--- config.mk ---
export PLATFORM = sky130hd
export DESIGN_NAME = mcpu_prog_loader
export DESIGN_NICKNAME = d
export VERILOG_FILES = /design/src/rtl/mcpu_pkg.sv /design/src/rtl/mcpu_loader_fsm.sv /design/src/rtl/mcpu_prog_loader.sv
export SDC_FILE = /design/constraint.sdc
export NUM_CORES = 1
export LEC_CHECK = 0
export BUFFER_PORTS_ARGS = -buffer_cell sky130_fd_sc_hd__buf_4
export CAP_MARGIN = 20
export CORE_MARGIN = 2
export CORE_UTILIZATION = 53
export CTS_BUF_LIST = sky130_fd_sc_hd__clkbuf_4
export DETAILED_ROUTE_END_ITERATION = 10
export HOLD_SLACK_MARGIN = 0.06
export PLACE_DENSITY = 0.83
export SLEW_MARGIN = 10
export SYNTH_ARGS = -nofsm -noshare
export SYNTH_HDL_FRONTEND = slang
export SYNTH_SLANG_ARGS = --single-unit
--- constraint.sdc ---
create_clock -name clk -period 2.1 [get_ports clk]
set_input_delay 0.42 -clock clk [delete_from_list [all_inputs] [get_ports clk]]
set_output_delay 0.42 -clock clk [all_outputs]
set_load 0.01 [all_outputs]
--- src/rtl/mcpu_pkg.sv ---
// Shared MCPU definitions: word/address widths, loader state encoding and
// the per-state control decode used by the program loader.
package mcpu_pkg;

  localparam int MCPU_ADDR_W = 8;
  localparam int MCPU_WORD_W = 16;
  localparam int MCPU_BYTE_W = 8;

  typedef enum logic [2:0] {
    IDLE,
    LEN,
    HI,
    LO,
    WR,
    DONE,
    CHK,
    ERR
  } state_t;

  typedef struct packed {
    logic in_ready;
    logic mem_we;
    logic cpu_reset;
    logic busy;
    logic done;
  } ctl_t;

  // Control outputs are registered alongside the state, so they are decoded
  // from the state being entered rather than the current one.
  function automatic ctl_t decode_ctl(input state_t s);
    ctl_t c;
    c = '{in_ready: 1'b0, mem_we: 1'b0, cpu_reset: 1'b1, busy: 1'b0, done: 1'b0};
    case (s)
      LEN, HI, LO, CHK: begin
        c.in_ready = 1'b1;
        c.busy     = 1'b1;
      end
      WR: begin
        c.mem_we = 1'b1;
        c.busy   = 1'b1;
      end
      DONE: begin
        c.cpu_reset = 1'b0;
        c.done      = 1'b1;
      end
      default: ;
    endcase
    return c;
  endfunction

endpackage

--- src/rtl/mcpu_loader_fsm.sv ---
// Loader state machine: state register, registered controls, write address,
// remaining-word counter and (with MCPU_LOADER_CHKSUM_EN) checksum/err.
module mcpu_loader_fsm
  import mcpu_pkg::*;
#(
  parameter int ADDR_W = MCPU_ADDR_W,
  parameter int BYTE_W = MCPU_BYTE_W
) (
  input  logic              clk,
  input  logic              reset,
  input  logic              start,
  input  logic              in_valid,
  input  logic [BYTE_W-1:0] in_data,
  output state_t            state,
  output ctl_t              ctl,
  output logic [ADDR_W-1:0] addr,
  output logic              err
);

  localparam int CNT_W = BYTE_W + 1;

  logic [CNT_W-1:0] remaining;
  logic             xfer;

  assign xfer = in_valid && ctl.in_ready;

`ifdef MCPU_LOADER_CHKSUM_EN
  logic [BYTE_W-1:0] acc;
`else
  assign err = 1'b0;
`endif

  always_ff @(posedge clk) begin
    if (reset) begin
      state     <= IDLE;
      ctl       <= decode_ctl(IDLE);
      addr      <= '0;
      remaining <= '0;
`ifdef MCPU_LOADER_CHKSUM_EN
      acc       <= '0;
      err       <= 1'b0;
`endif
    end else begin
      case (state)
        IDLE, DONE
`ifdef MCPU_LOADER_CHKSUM_EN
        , ERR
`endif
        : begin
          if (start) begin
            state     <= LEN;
            ctl       <= decode_ctl(LEN);
            addr      <= '0;
            remaining <= '0;
`ifdef MCPU_LOADER_CHKSUM_EN
            acc       <= '0;
            err       <= 1'b0;
`endif
          end
        end
        LEN: begin
          if (xfer) begin
            // A zero length byte stands for a full 2^BYTE_W-word image.
            remaining <= (in_data == '0) ? {1'b1, {BYTE_W{1'b0}}} : {1'b0, in_data};
            state     <= HI;
            ctl       <= decode_ctl(HI);
`ifdef MCPU_LOADER_CHKSUM_EN
            acc       <= acc ^ in_data;
`endif
          end
        end
        HI: begin
          if (xfer) begin
            state <= LO;
            ctl   <= decode_ctl(LO);
`ifdef MCPU_LOADER_CHKSUM_EN
            acc   <= acc ^ in_data;
`endif
          end
        end
        LO: begin
          if (xfer) begin
            state <= WR;
            ctl   <= decode_ctl(WR);
`ifdef MCPU_LOADER_CHKSUM_EN
            acc   <= acc ^ in_data;
`endif
          end
        end
        WR: begin
          addr      <= addr + 1'b1;
          remaining <= remaining - 1'b1;
          if (remaining == CNT_W'(1)) begin
`ifdef MCPU_LOADER_CHKSUM_EN
            state <= CHK;
            ctl   <= decode_ctl(CHK);
`else
            state <= DONE;
            ctl   <= decode_ctl(DONE);
`endif
          end else begin
            state <= HI;
            ctl   <= decode_ctl(HI);
          end
        end
`ifdef MCPU_LOADER_CHKSUM_EN
        CHK: begin
          if (xfer) begin
            if (in_data == acc) begin
              state <= DONE;
              ctl   <= decode_ctl(DONE);
            end else begin
              err   <= 1'b1;
              state <= ERR;
              ctl   <= decode_ctl(ERR);
            end
          end
        end
`endif
        default: begin
          state <= IDLE;
          ctl   <= decode_ctl(IDLE);
        end
      endcase
    end
  end

endmodule

--- src/rtl/mcpu_prog_loader.sv ---
// Boot-time program loader: assembles HI/LO bytes into words, writes them to
// RAM from address 0 and holds the MCPU in reset until the image is loaded.
// Optional trailing checksum byte: define MCPU_LOADER_CHKSUM_EN.
module mcpu_prog_loader
  import mcpu_pkg::*;
#(
  parameter int ADDR_W = MCPU_ADDR_W,
  parameter int WORD_W = MCPU_WORD_W,
  parameter int BYTE_W = MCPU_BYTE_W
) (
  input  logic              clk,
  input  logic              reset,
  input  logic              start,
  input  logic              in_valid,
  input  logic [BYTE_W-1:0] in_data,
  output logic              in_ready,
  output logic              mem_we,
  output logic [ADDR_W-1:0] mem_addr,
  output logic [WORD_W-1:0] mem_wdata,
  output logic              cpu_reset,
  output logic              busy,
  output logic              done,
  output logic              err
);

  state_t            state;
  ctl_t              ctl;
  logic              xfer;
  logic [BYTE_W-1:0] hi;
  logic [WORD_W-1:0] wdata;

  mcpu_loader_fsm #(
    .ADDR_W(ADDR_W),
    .BYTE_W(BYTE_W)
  ) u_fsm (
    .clk     (clk),
    .reset   (reset),
    .start   (start),
    .in_valid(in_valid),
    .in_data (in_data),
    .state   (state),
    .ctl     (ctl),
    .addr    (mem_addr),
    .err     (err)
  );

  assign xfer = in_valid && ctl.in_ready;

  always_ff @(posedge clk) begin
    if (reset) begin
      hi    <= '0;
      wdata <= '0;
    end else if (xfer) begin
      if (state == HI) begin
        hi <= in_data;
      end else if (state == LO) begin
        wdata <= {hi, in_data};
      end
    end
  end

  assign mem_wdata = wdata;
  assign in_ready  = ctl.in_ready;
  assign mem_we    = ctl.mem_we;
  assign cpu_reset = ctl.cpu_reset;
  assign busy      = ctl.busy;
  assign done      = ctl.done;

endmodule

==> results of run 1 <==
[Yosys cell counts, types with 2 or more instances]
cell | number | area share, %
buf_2 | 6 | 1.3
nand2_1 | 9 | 1.4
nor3_1 | 7 | 1.5
nand4_1 | 2 | 0.53
nand3_1 | 3 | 0.64
nor4_1 | 4 | 1.1
nor3b_4 | 2 | 1.6
o31ai_1 | 2 | 0.64
dfxtp_1 | 49 | 42
buf_4 | 3 | 0.96
or4_1 | 3 | 0.96
a31oi_1 | 3 | 0.80
a21oi_1 | 24 | 5.1
a211oi_2 | 5 | 2.7
inv_1 | 4 | 0.64
nand2b_1 | 6 | 1.6
o211ai_1 | 3 | 0.96
nor4b_1 | 2 | 0.74
or3b_1 | 2 | 0.74
o21ai_0 | 9 | 1.9
or3_1 | 2 | 0.53
ha_1 | 3 | 1.6
o211a_1 | 2 | 0.85
nor2b_1 | 2 | 0.53
mux2i_1 | 25 | 11
o21ai_1 | 3 | 0.64
nor2_1 | 41 | 6.5
buf_6 | 3 | 1.4
clkbuf_1 | 6 | 0.96
[final cells by class]
class	count	area, µm²	share of cell area [%]
clock buffers	5	37.54	1.353
clock inverters	3	50.05	1.804
inverters	4	15.01	0.5413
multi-input cells	186	1257	45.33
flip-flops and latches	49	980.9	35.36
well taps	52	65.06	2.346
repair buffers	49	367.9	13.26
[worst paths after layout]
| kind | slack [ns] | cells after the start | endpoint | start |
|---|---|---|---|---|
| setup / recovery | 0.28 | 4 | u_fsm.remaining[6]$_SDFFE_PP0P_ | u_fsm.state[2]$_SDFFE_PP0P_ |
| hold / removal | 0.31 | 3 | mem_wdata[5]$_SDFFE_PP0P_ | in_data[5] |
| setup reg to reg | 0.28 | 4 | u_fsm.remaining[6]$_SDFFE_PP0P_ | u_fsm.state[2]$_SDFFE_PP0P_ |
| hold reg to reg | 0.47 | 2 | u_fsm.ctl[0]$_SDFFE_PP0P_ | u_fsm.ctl[0]$_SDFFE_PP0P_ |
[cells in the final DEF, fill, tap and decap left out, types with 2 or more instances in the layout]
| cell | count |
|---|---|
| nand2b_1 | 6 |
| mux2i_1 | 25 |
| dfxtp_1 | 49 |
| buf_4 | 49 |
| nor3_1 | 7 |
| a31oi_1 | 3 |
| or4_1 | 3 |
| or3_1 | 2 |
| nand4_1 | 2 |
| o21ai_0 | 9 |
| o211ai_1 | 3 |
| nand3_1 | 3 |
| nor3b_4 | 2 |
| nor2_1 | 41 |
| clkbuf_4 | 5 |
| o21ai_1 | 3 |
| ha_1 | 3 |
| a21oi_1 | 24 |
| nor4_1 | 4 |
| or3b_1 | 2 |
| a211oi_2 | 5 |
| inv_1 | 4 |
| o31ai_1 | 2 |
| o211a_1 | 2 |
| nor2b_1 | 2 |
| nand2_1 | 9 |
[flip-flops by register name, summed over array words and instances (netlist names)]
register	cells
u_fsm.state	3
mem_wdata	16
u_fsm.remaining	9
hi	8
u_fsm.addr	8
u_fsm.ctl	5
[worst max-delay path, stage by stage (launching register included)]
cell and delay [ns]:
dfxtp_1 0.52, or3b_1 0.62, nor4_4 0.35, a211oi_2 0.06, a211oi_2 0.22
[through the flow]
| step | total power, µW | worst slack (ns) | instance area [µm²] | utilization [%] |
|---|---|---|---|---|
| 2_1_floorplan | 1286 | 0.4061 | 2356 | - |
| 3_3_place_gp | 1372 | 0.3759 | 2686 | 62.12 |
| 3_5_place_dp | 1382 | 0.3123 | 2686 | 62.12 |
| 4_1_cts | 1965 | 0.2871 | 2774 | 64.15 |
| 5_1_grt | 2038 | 0.1744 | 2774 | 64.15 |
| 6_report | 1948 | 0.2825 | 2774 | 64.15 |
[where the power goes]
group,switching (µW),internal [µW]
combinational,216,148
sequential,38.7,963
clock,321,261
total,575,1370
[layer usage]
layer  part of all wire, %  vias to the layer above  global-route usage (%)
met5                     0                        -                       0
li1                      -                      996                       -
met2                    49                       57                   37.00
met1                    45                      937                   27.78
met3                   5.4                        7                   3.846
met4                  0.90                        0                   6.289
[logic make-up after synthesis]
logic type,after synthesis,share of synthesized area [%]
compound gates,63,18.69
other cells,1,0.1592
xor+xnor,2,0.7436
simple gates,92,21.30
flops,49,41.64
buf+inv,22,5.257
fa+ha+maj,3,1.593
mux,25,10.62
==> summary.md, run 1 <==
| Metric | Value |
|---|---|
| Max Fclk | `0.5502 GHz` |
| CP Class | `register to register` |
| Setup violators final | `0` |
| Headroom to the max-slew limit | `58.77%` |
| First-pass GRT wire length | `8.721 mm` |
| Port-buffer cells | `40` |
| Drt total wl | `5.223 mm` |
| DR iter-0 viols | `134` |
| Most common flop cell mapped by yosys | `dfxtp_1` |
| H-tree depth | `2` |
| Antenna cells | `0` |
| Distinct cells, synth | `51` |
| Post-Layout Cell Count | `348` |
| Power Density | `702.1 nW/µm²` |
| Min Tclk post-route | `1.818 ns` |
| Max VDD drop | `0.0004393 V` |
| Initial antenna violation count | `0` |
| CTS Buf Count | `5` |
| Setup Skew | `0.01348 ns` |
| IO Pins | `42` |
| P_leak | `0.001181 µW` |
| Slew @ Worst Pin | `0.6184 ns` |
| Area Overhead vs Synth | `17.74%` |
| Gates resized, CTS repair | `0` |
| YS warnings | `0` |
| Critical path endpoint category | `register` |
| MaxCap Viol Count | `0` |
| Core Region | `4324 µm²` |
| Share of cells above drive strength 1 | `23.31%` |
| Mapped cell area | `2356 µm²` |
| Worst min-delay path category | `primary input to register` |
| Post-synth EDFFs | `0` |
| Fin. max-slew vios | `0` |
| Die W | `70.68 µm` |
| Unrepaired setup endpoints after global routing | `false` |
| Synth Net Count | `272` |
| GRT Total Usage | `21.51%` |
| Hold slack | `0.3072 ns` |
| Vias per inst | `5.739` |
| DRT Pass-1 Iters | `4` |
| Reg clk slew, reported paths | `0.15 ns` |
| Max FO, Critical Path | `14` |
| WL/cell | `15.01 µm` |
| Cell count after synthesis | `257` |
| Vias in the first global route | `1862` |
| Setup bufs post-CTS | `0` |
| Period utilization | `86.55%` |
| Die area | `4995 µm²` |
| Avg Cell Area, Syn | `9.167 µm²` |
| CTS tree | `built` |
| Setup TNS | `0 ns` |
| Antenna-violating nets left | `0` |
| Final Hold Viols | `0` |
| Initial Util | `54.48%` |
| Yosys reg bits | `49` |
| Placed Instances | `340` |
| Row Count | `24` |
| CTS Hold Bufs | `0` |
| Filler Cells Inserted | `378` |
| Vias | `1997` |
| Clk_lat worst skew | `0.37 ns` |
| GRT overflow | `0` |
| Largest net degree at the start of global routing | `36` |
| CTS Buffer Depth | `2` |
| Outcome | `complete, no violations` |
| DRC Markers | `0` |
| Die Height | `70.68 µm` |
| Worst Path Required | `2.42 ns` |
| Crit start category | `register` |
| Placer Congestion | `0.8237` |
| Crit path DAT | `2.13 ns` |
| DP Wirelength | `3.631 mm` |
| Sequential fraction of the synthesis area | `41.64%` |
| Ys async rst share | `0%` |
| Root Buffer | `clkbuf_4` |
| Nets | `310` |
| Clock sink total | `49` |
Note: power is estimated with default switching activity, not from simulation.
==> run 2: changes to the inputs <==
--- a/config.mk
+++ b/config.mk
@@ -7,12 +7,14 @@
 export LEC_CHECK = 0
 export BUFFER_PORTS_ARGS = -buffer_cell sky130_fd_sc_hd__buf_4
 export CAP_MARGIN = 20
+export CELL_PAD_IN_SITES_DETAIL_PLACEMENT = 0
+export CELL_PAD_IN_SITES_GLOBAL_PLACEMENT = 1
 export CORE_MARGIN = 2
-export CORE_UTILIZATION = 53
+export CORE_UTILIZATION = 43
 export CTS_BUF_LIST = sky130_fd_sc_hd__clkbuf_4
 export DETAILED_ROUTE_END_ITERATION = 10
 export HOLD_SLACK_MARGIN = 0.06
-export PLACE_DENSITY = 0.83
+export PLACE_DENSITY = 0.88
 export SLEW_MARGIN = 10
 export SYNTH_ARGS = -nofsm -noshare
 export SYNTH_HDL_FRONTEND = slang
==> run 2 against run 1 <==
Compared with the run above: first-iteration DRC count fell by 48%; via count is 2.7% lower; final cell count grew 4.9%; maximum frequency shrank 1.4%; non-clock buffer count decreased by 1; critical path type unchanged; combinational power down 2%; final area up 0.23%; sequential power about the same.
==> summary.md, run 2 (same netlist as run 1, synthesis figures left out) <==
| Metric | Value |
|---|---|
| Outcome | `complete, no violations` |
| Antenna-violating nets left | `0 (unchanged)` |
| Fin. max-slew vios | `0 (unchanged)` |
| Crit path buf inv count | `0 (unchanged)` |
| Drt total wl | `4.966 mm (-4.9%)` |
| Crit-path cells | `or3b_1 -> nor4_4 -> a211oi_2 -> a211oi_2` |
| Port-buffer cells | `40 (unchanged)` |
| Vias in the first global route | `1750 (-6.0%)` |
| Vias | `1943 (-2.7%)` |
| Headroom to the max-slew limit | `58.50% (-0.28 points)` |
| Most frequent cell on the critical path | `a211oi_2` |
| DRC Markers | `0 (unchanged)` |
| Row Count | `26 (+8.3%)` |
| Core Region | `5205 µm² (+20%)` |
| Worst Path Required | `2.39 ns (-0.03 ns)` |
| Reg clk slew, reported paths | `0.14 ns (about the same)` |
| Cell family with most CP delay | `simple AND/OR/NAND/NOR gates` |
| Critical path endpoint category | `register` |
| DRT Pass-1 Iters | `4 (unchanged)` |
| GRT overflow | `0 (unchanged)` |
| Placed Instances | `357 (+5.0%)` |
| Largest net degree at the start of global routing | `52 (+44%)` |
| CTS tree | `built` |
| Root Buffer | `clkbuf_4` |
| Initial antenna violation count | `0 (unchanged)` |
| Setup bufs post-CTS | `0 (unchanged)` |
| Area Overhead vs Synth | `18.00%` |
| Setup TNS | `0 ns (unchanged)` |
| Final Hold Viols | `0 (unchanged)` |
| Slew @ Worst Pin | `0.6139 ns (-0.004473 ns)` |
| Unrepaired setup endpoints after global routing | `false` |
| Setup Skew | `0.007875 ns (-0.005606 ns)` |
| Setup violators final | `0 (unchanged)` |
| MaxCap Viol Count | `0 (unchanged)` |
| Commonest non-fill, non-tap cell in the layout | `dfxtp_1` |
| Placer Congestion | `0.8002 (-2.9%)` |
| DR iter-0 viols | `70 (-48%)` |
| Clock sink total | `49 (unchanged)` |
| Die W | `78.02 µm (+10%)` |
| Max VDD drop | `0.0004252 V (-3.2%)` |
| Gates resized, CTS repair | `0 (unchanged)` |
| Share of cells above drive strength 1 | `22.71% (-0.60 points)` |
| H-tree depth | `2 (unchanged)` |
| Max Fclk | `0.5425 GHz (-1.4%)` |
| IO Pins | `42 (unchanged)` |
| Crit path DAT | `2.14 ns (about the same)` |
| Highest-count cells in the layout ignoring fill and taps | `dfxtp_1, buf_4, nor2_1` |
| Period utilization | `87.77% (+1.2 points)` |
| CTS Buf Count | `5 (unchanged)` |
| Max FFs per register | `16 (unchanged)` |
| Antenna cells | `0 (unchanged)` |
| WL/cell | `13.61 µm (-9.3%)` |
| Clk_lat worst skew | `0.36 ns (about the same)` |
| Power Density | `688.0 nW/µm² (-2.0%)` |
| Nets | `309 (-0.32%)` |
| First-pass GRT wire length | `8.293 mm (-4.9%)` |
| Crit path largest cell delay | `0.67 ns (+0.05 ns)` |
| Die area | `6087 µm² (+22%)` |
| CP Class | `register to register` |
| DP Wirelength | `3.440 mm (-5.2%)` |
| Filler Cells Inserted | `494 (+31%)` |
| Vias per inst | `5.323 (-7.2%)` |
| P_leak | `0.001168 µW (-1.1%)` |
| Worst path slowest cell | `or3b_1` |
| Die Height | `78.02 µm (+10%)` |
| Min Tclk post-route | `1.843 ns (+0.02567 ns)` |
| Initial Util | `45.26% (-9.2 points)` |
| Max FO, Critical Path | `15 (+1)` |
| Post-Layout Cell Count | `365 (+4.9%)` |
| CTS Hold Bufs | `0 (unchanged)` |
| GRT Total Usage | `16.78% (-4.7 points)` |
| R2R Setup Slk | `0.26 ns (-0.03 ns)` |
| Worst min-delay path category | `primary input to register` |
| CTS Buffer Depth | `2 (unchanged)` |
| Overall power | `1913 µW (-1.8%)` |
| Crit start category | `register` |
-- run 2: changes by cell type in the layout (fill, tap and decap cells not counted), sizes merged --
cell / previous run / this run
inv: 5 / 4
clkinvlp: 0 / 1
buf: 49 / 48
-- run 2: layer usage --
metal	track usage, %	part of all wire, %
met1	22.45	48
met2	26.12	46
met3	6.207	6.3
met4	3.333	0.26
met5	0	0
-- run 2: report_power, final --
group          internal [µW]  switching (µW)  leakage, µW
registers                963            44.8     0.000397
clock network            247             304    0.0000389
logic                    147             207     0.000732
-- run 2: area by class of cell --
type / instances / area (µm²) / share of cell area [%]
clock buffer: 5 / 37.54 / 1.350
clock inverter: 3 / 41.29 / 1.485
inverter: 4 / 15.01 / 0.5401
multi-input combinational: 186 / 1257 / 45.23
sequential: 49 / 980.9 / 35.28
tap: 70 / 87.58 / 3.150
timing repair buffer: 48 / 360.3 / 12.96
-- run 2: metrics by stage --
stage          cell area (µm²)  util (%)  setup slack [ns]  hold WS (ns)
2_1_floorplan             2356         -            0.4061        0.4596
3_3_place_gp              2701     51.90            0.3257        0.4412
3_5_place_dp              2701     51.90            0.2844        0.4502
4_1_cts                   2780     53.41            0.2366        0.2955
5_1_grt                   2780     53.41           0.09898        0.2983
6_report                  2780     53.41            0.2568        0.3194
-- run 2: worst paths after layout --
check	start	to	cells after the start
worst max-delay path	u_fsm.state[1]$_SDFFE_PP0P_	u_fsm.remaining[6]$_SDFFE_PP0P_	4
worst min-delay path	in_data[7]	mem_wdata[7]$_SDFFE_PP0P_	3
worst max register to register	u_fsm.state[1]$_SDFFE_PP0P_	u_fsm.remaining[6]$_SDFFE_PP0P_	4
worst min register to register	u_fsm.ctl[0]$_SDFFE_PP0P_	u_fsm.ctl[0]$_SDFFE_PP0P_	2
-- run 2: worst reg2reg max path, cell delays in order (launching register included) --
cell and delay (ns):
dfxtp_1 0.50, or3b_1 0.67, nor4_4 0.34, a211oi_2 0.07, a211oi_2 0.21
==> run 3: changes to the inputs <==
--- a/config.mk
+++ b/config.mk
@@ -9,6 +9,7 @@
 export CAP_MARGIN = 20
 export CELL_PAD_IN_SITES_DETAIL_PLACEMENT = 0
 export CELL_PAD_IN_SITES_GLOBAL_PLACEMENT = 1
+export CORE_ASPECT_RATIO = 0.9
 export CORE_MARGIN = 2
 export CORE_UTILIZATION = 43
 export CTS_BUF_LIST = sky130_fd_sc_hd__clkbuf_4
==> run 3 against run 2 <==
Compared with the run above: sequential cell count stayed put; final area shrank 0.14%; highest routed layer unchanged; utilization decreased by 0.58 points; sequential power is essentially flat; clock-buffer cell count did not move; non-clock buffer count unchanged; maximum frequency grew 0.54%; largest cell class unchanged; combinational power decreased by 1%.
==> summary.md, run 3 (same netlist as run 1, synthesis figures left out) <==
| Metric | Value |
|---|---|
| Outcome | `complete, no violations` |
| Gates resized, CTS repair | `0 (unchanged)` |
| Reg2reg start | `u_fsm.state[0]$_SDFFE_PP0P_` |
| Die area | `6088 µm² (about the same)` |
| DRC Markers | `0 (unchanged)` |
| Final Hold Viols | `0 (unchanged)` |
| Worst Path Required | `2.39 ns (about the same)` |
| Dpl cell area | `2698 µm² (-0.14%)` |
| Setup WS pre-CTS | `0.3062 ns (+0.02183 ns)` |
| Fin. max-slew vios | `0 (unchanged)` |
| CTS tree | `built` |
| Max FFs per register | `16 (unchanged)` |
| Headroom to the max-slew limit | `61.19% (+2.7 points)` |
| Min Tclk post-route | `1.833 ns (-0.009897 ns)` |
| Setup bufs post-CTS | `0 (unchanged)` |
| Placer Congestion | `0.8354 (+4.4%)` |
| Worst path slowest cell | `or3b_1` |
| Overall power | `1916 µW (+0.19%)` |
| Design Area, Final | `2776 µm² (-0.14%)` |
| CTS Buf Count | `5 (unchanged)` |
| Crit path buf inv count | `0 (unchanged)` |
| H-tree depth | `2 (unchanged)` |
| Cell family with most CP delay | `simple AND/OR/NAND/NOR gates` |
| Die W | `82.03 µm (+5.1%)` |
| Port-buffer cells | `40 (unchanged)` |
| Antenna cells | `0 (unchanged)` |
| Setup TNS | `0 ns (unchanged)` |
| Clock sink total | `49 (unchanged)` |
| Critical path endpoint category | `register` |
| Crit path DAT | `2.12 ns (-0.02 ns)` |
| Share of cells above drive strength 1 | `22.71% (unchanged)` |
| Most frequent cell on the critical path | `a211oi_2` |
| Vias | `1984 (+2.1%)` |
| Slew @ Worst Pin | `0.5741 ns (-0.03979 ns)` |
| R2R Setup Slk | `0.27 ns (about the same)` |
| Reg2reg path depth | `4 (unchanged)` |
| CP Class | `register to register` |
| P_leak | `0.001167 µW (about the same)` |
| Nets | `309 (unchanged)` |
| Setup violators final | `0 (unchanged)` |
| Power Density | `690.2 nW/µm² (+0.32%)` |
| Antenna-violating nets left | `0 (unchanged)` |
| Filler Cells Inserted | `505 (+2.2%)` |
| Crit start category | `register` |
| Worst min-delay path category | `primary input to register` |
| GRT Total Usage | `17.87% (+1.1 points)` |
| Unrepaired setup endpoints after global routing | `false` |
| Highest-count cells in the layout ignoring fill and taps | `dfxtp_1, buf_4, nor2_1` |
| DR iter-0 viols | `99 (+41%)` |
| CTS Buffer Depth | `2 (unchanged)` |
| Hold EP | `mem_wdata[3]$_SDFFE_PP0P_` |
| Setup Skew | `0.01221 ns (+0.004339 ns)` |
| Area Overhead vs Synth | `17.84%` |
| GRT overflow | `0 (unchanged)` |
| Largest net degree at the start of global routing | `33 (-37%)` |
| Period utilization | `87.30% (-0.47 points)` |
| Crit-path cells | `or3b_1 -> nor4_4 -> a211oi_2 -> a211oi_2` |
| Max Fclk | `0.5455 GHz (+0.54%)` |
| Initial antenna violation count | `0 (unchanged)` |
| Row Count | `25 (-3.8%)` |
| First-pass GRT wire length | `8.480 mm (+2.3%)` |
| DRT Pass-1 Iters | `4 (unchanged)` |
| Hold depth | `3 (unchanged)` |
| Reg-to-reg endpoint | `u_fsm.remaining[6]$_SDFFE_PP0P_` |
| Die Height | `74.22 µm (-4.9%)` |
| Fin worst setup slack | `0.2667 ns (+0.009897 ns)` |
| IO Pins | `42 (unchanged)` |
| WL/cell | `14.07 µm (+3.4%)` |
| Crit path largest cell delay | `0.67 ns (about the same)` |
| Placed Instances | `354 (-0.84%)` |
| Reg clk slew, reported paths | `0.15 ns (about the same)` |
| Core Region | `5255 µm² (+0.96%)` |
| Commonest non-fill, non-tap cell in the layout | `dfxtp_1` |
| Initial Util | `44.83% (-0.43 points)` |
| Drt total wl | `5.092 mm (+2.5%)` |
| MaxCap Viol Count | `0 (unchanged)` |
| DP Wirelength | `3.547 mm (+3.1%)` |
| Clk_lat worst skew | `0.36 ns (about the same)` |
| Vias in the first global route | `1822 (+4.1%)` |
| CTS Hold Bufs | `0 (unchanged)` |
| Max VDD drop | `0.0003354 V (-21%)` |
| Vias per inst | `5.481 (+3.0%)` |
| Post-Layout Cell Count | `362 (-0.82%)` |
| Root Buffer | `clkbuf_4` |
| Max FO, Critical Path | `14 (-1)` |
| Hold Startpoint | `in_data[3]` |
## run 3: cell counts in the layout (fill, tap and decap cells not counted)
Identical to the previous run, type by type.
## run 3: worst max-delay path by stage
| stage | startpoint | endpoint | slack [ns] | cells after the start |
|---|---|---|---|---|
| final | u_fsm.state[0]$_SDFFE_PP0P_ | u_fsm.remaining[6]$_SDFFE_PP0P_ | 0.27 | 4 |
| after global placement | u_fsm.state[0]$_SDFFE_PP0P_ | u_fsm.remaining[6]$_SDFFE_PP0P_ | 0.36 | 4 |
| after floorplan | u_fsm.remaining[0]$_SDFFE_PP0P_ | u_fsm.remaining[6]$_SDFFE_PP0P_ | 0.41 | 7 |
| after CTS | u_fsm.state[0]$_SDFFE_PP0P_ | u_fsm.remaining[6]$_SDFFE_PP0P_ | 0.28 | 4 |
| after global routing | u_fsm.state[0]$_SDFFE_PP0P_ | u_fsm.remaining[6]$_SDFFE_PP0P_ | 0.15 | 4 |
| after detailed placement | u_fsm.state[0]$_SDFFE_PP0P_ | u_fsm.remaining[6]$_SDFFE_PP0P_ | 0.31 | 4 |
## run 3: routing by layer
layer / global-route usage, % / wire (µm) / up-vias
li1: - / - / 994
met1: 25.30 / 2454 / 949
met2: 28.09 / 2358 / 39
met3: 3.519 / 249 / 2
met4: 4.444 / 29 / 0
met5: 0 / 0 / -
## run 3: through the flow
stage	utilization, %	hold WS (ns)
2_1_floorplan	-	0.4596
3_3_place_gp	51.33	0.4425
3_5_place_dp	51.33	0.4530
4_1_cts	52.83	0.3198
5_1_grt	52.83	0.3068
6_report	52.83	0.3224
## run 3: layout make-up
type	instances	area, µm²	area share, %
sequential	49	980.9	35.33
clock buffer	5	37.54	1.352
clock inverter	3	41.29	1.487
tap	67	83.83	3.019
inverter	4	15.01	0.5408
multi-input combinational	186	1257	45.29
timing repair buffer	48	360.3	12.98
## run 3: report_power, final
part           leakage [µW]  internal [µW]  switching (µW)
Combinational      0.000732            148             204
Clock             0.0000389            247             306
Sequential         0.000397            963            48.5
Total               0.00117           1360             558
## run 3: tightest hold or removal path: stages
cell	delay (ns)
buf_4	0.11
mux2i_1	0.06
nor2_1	0.07
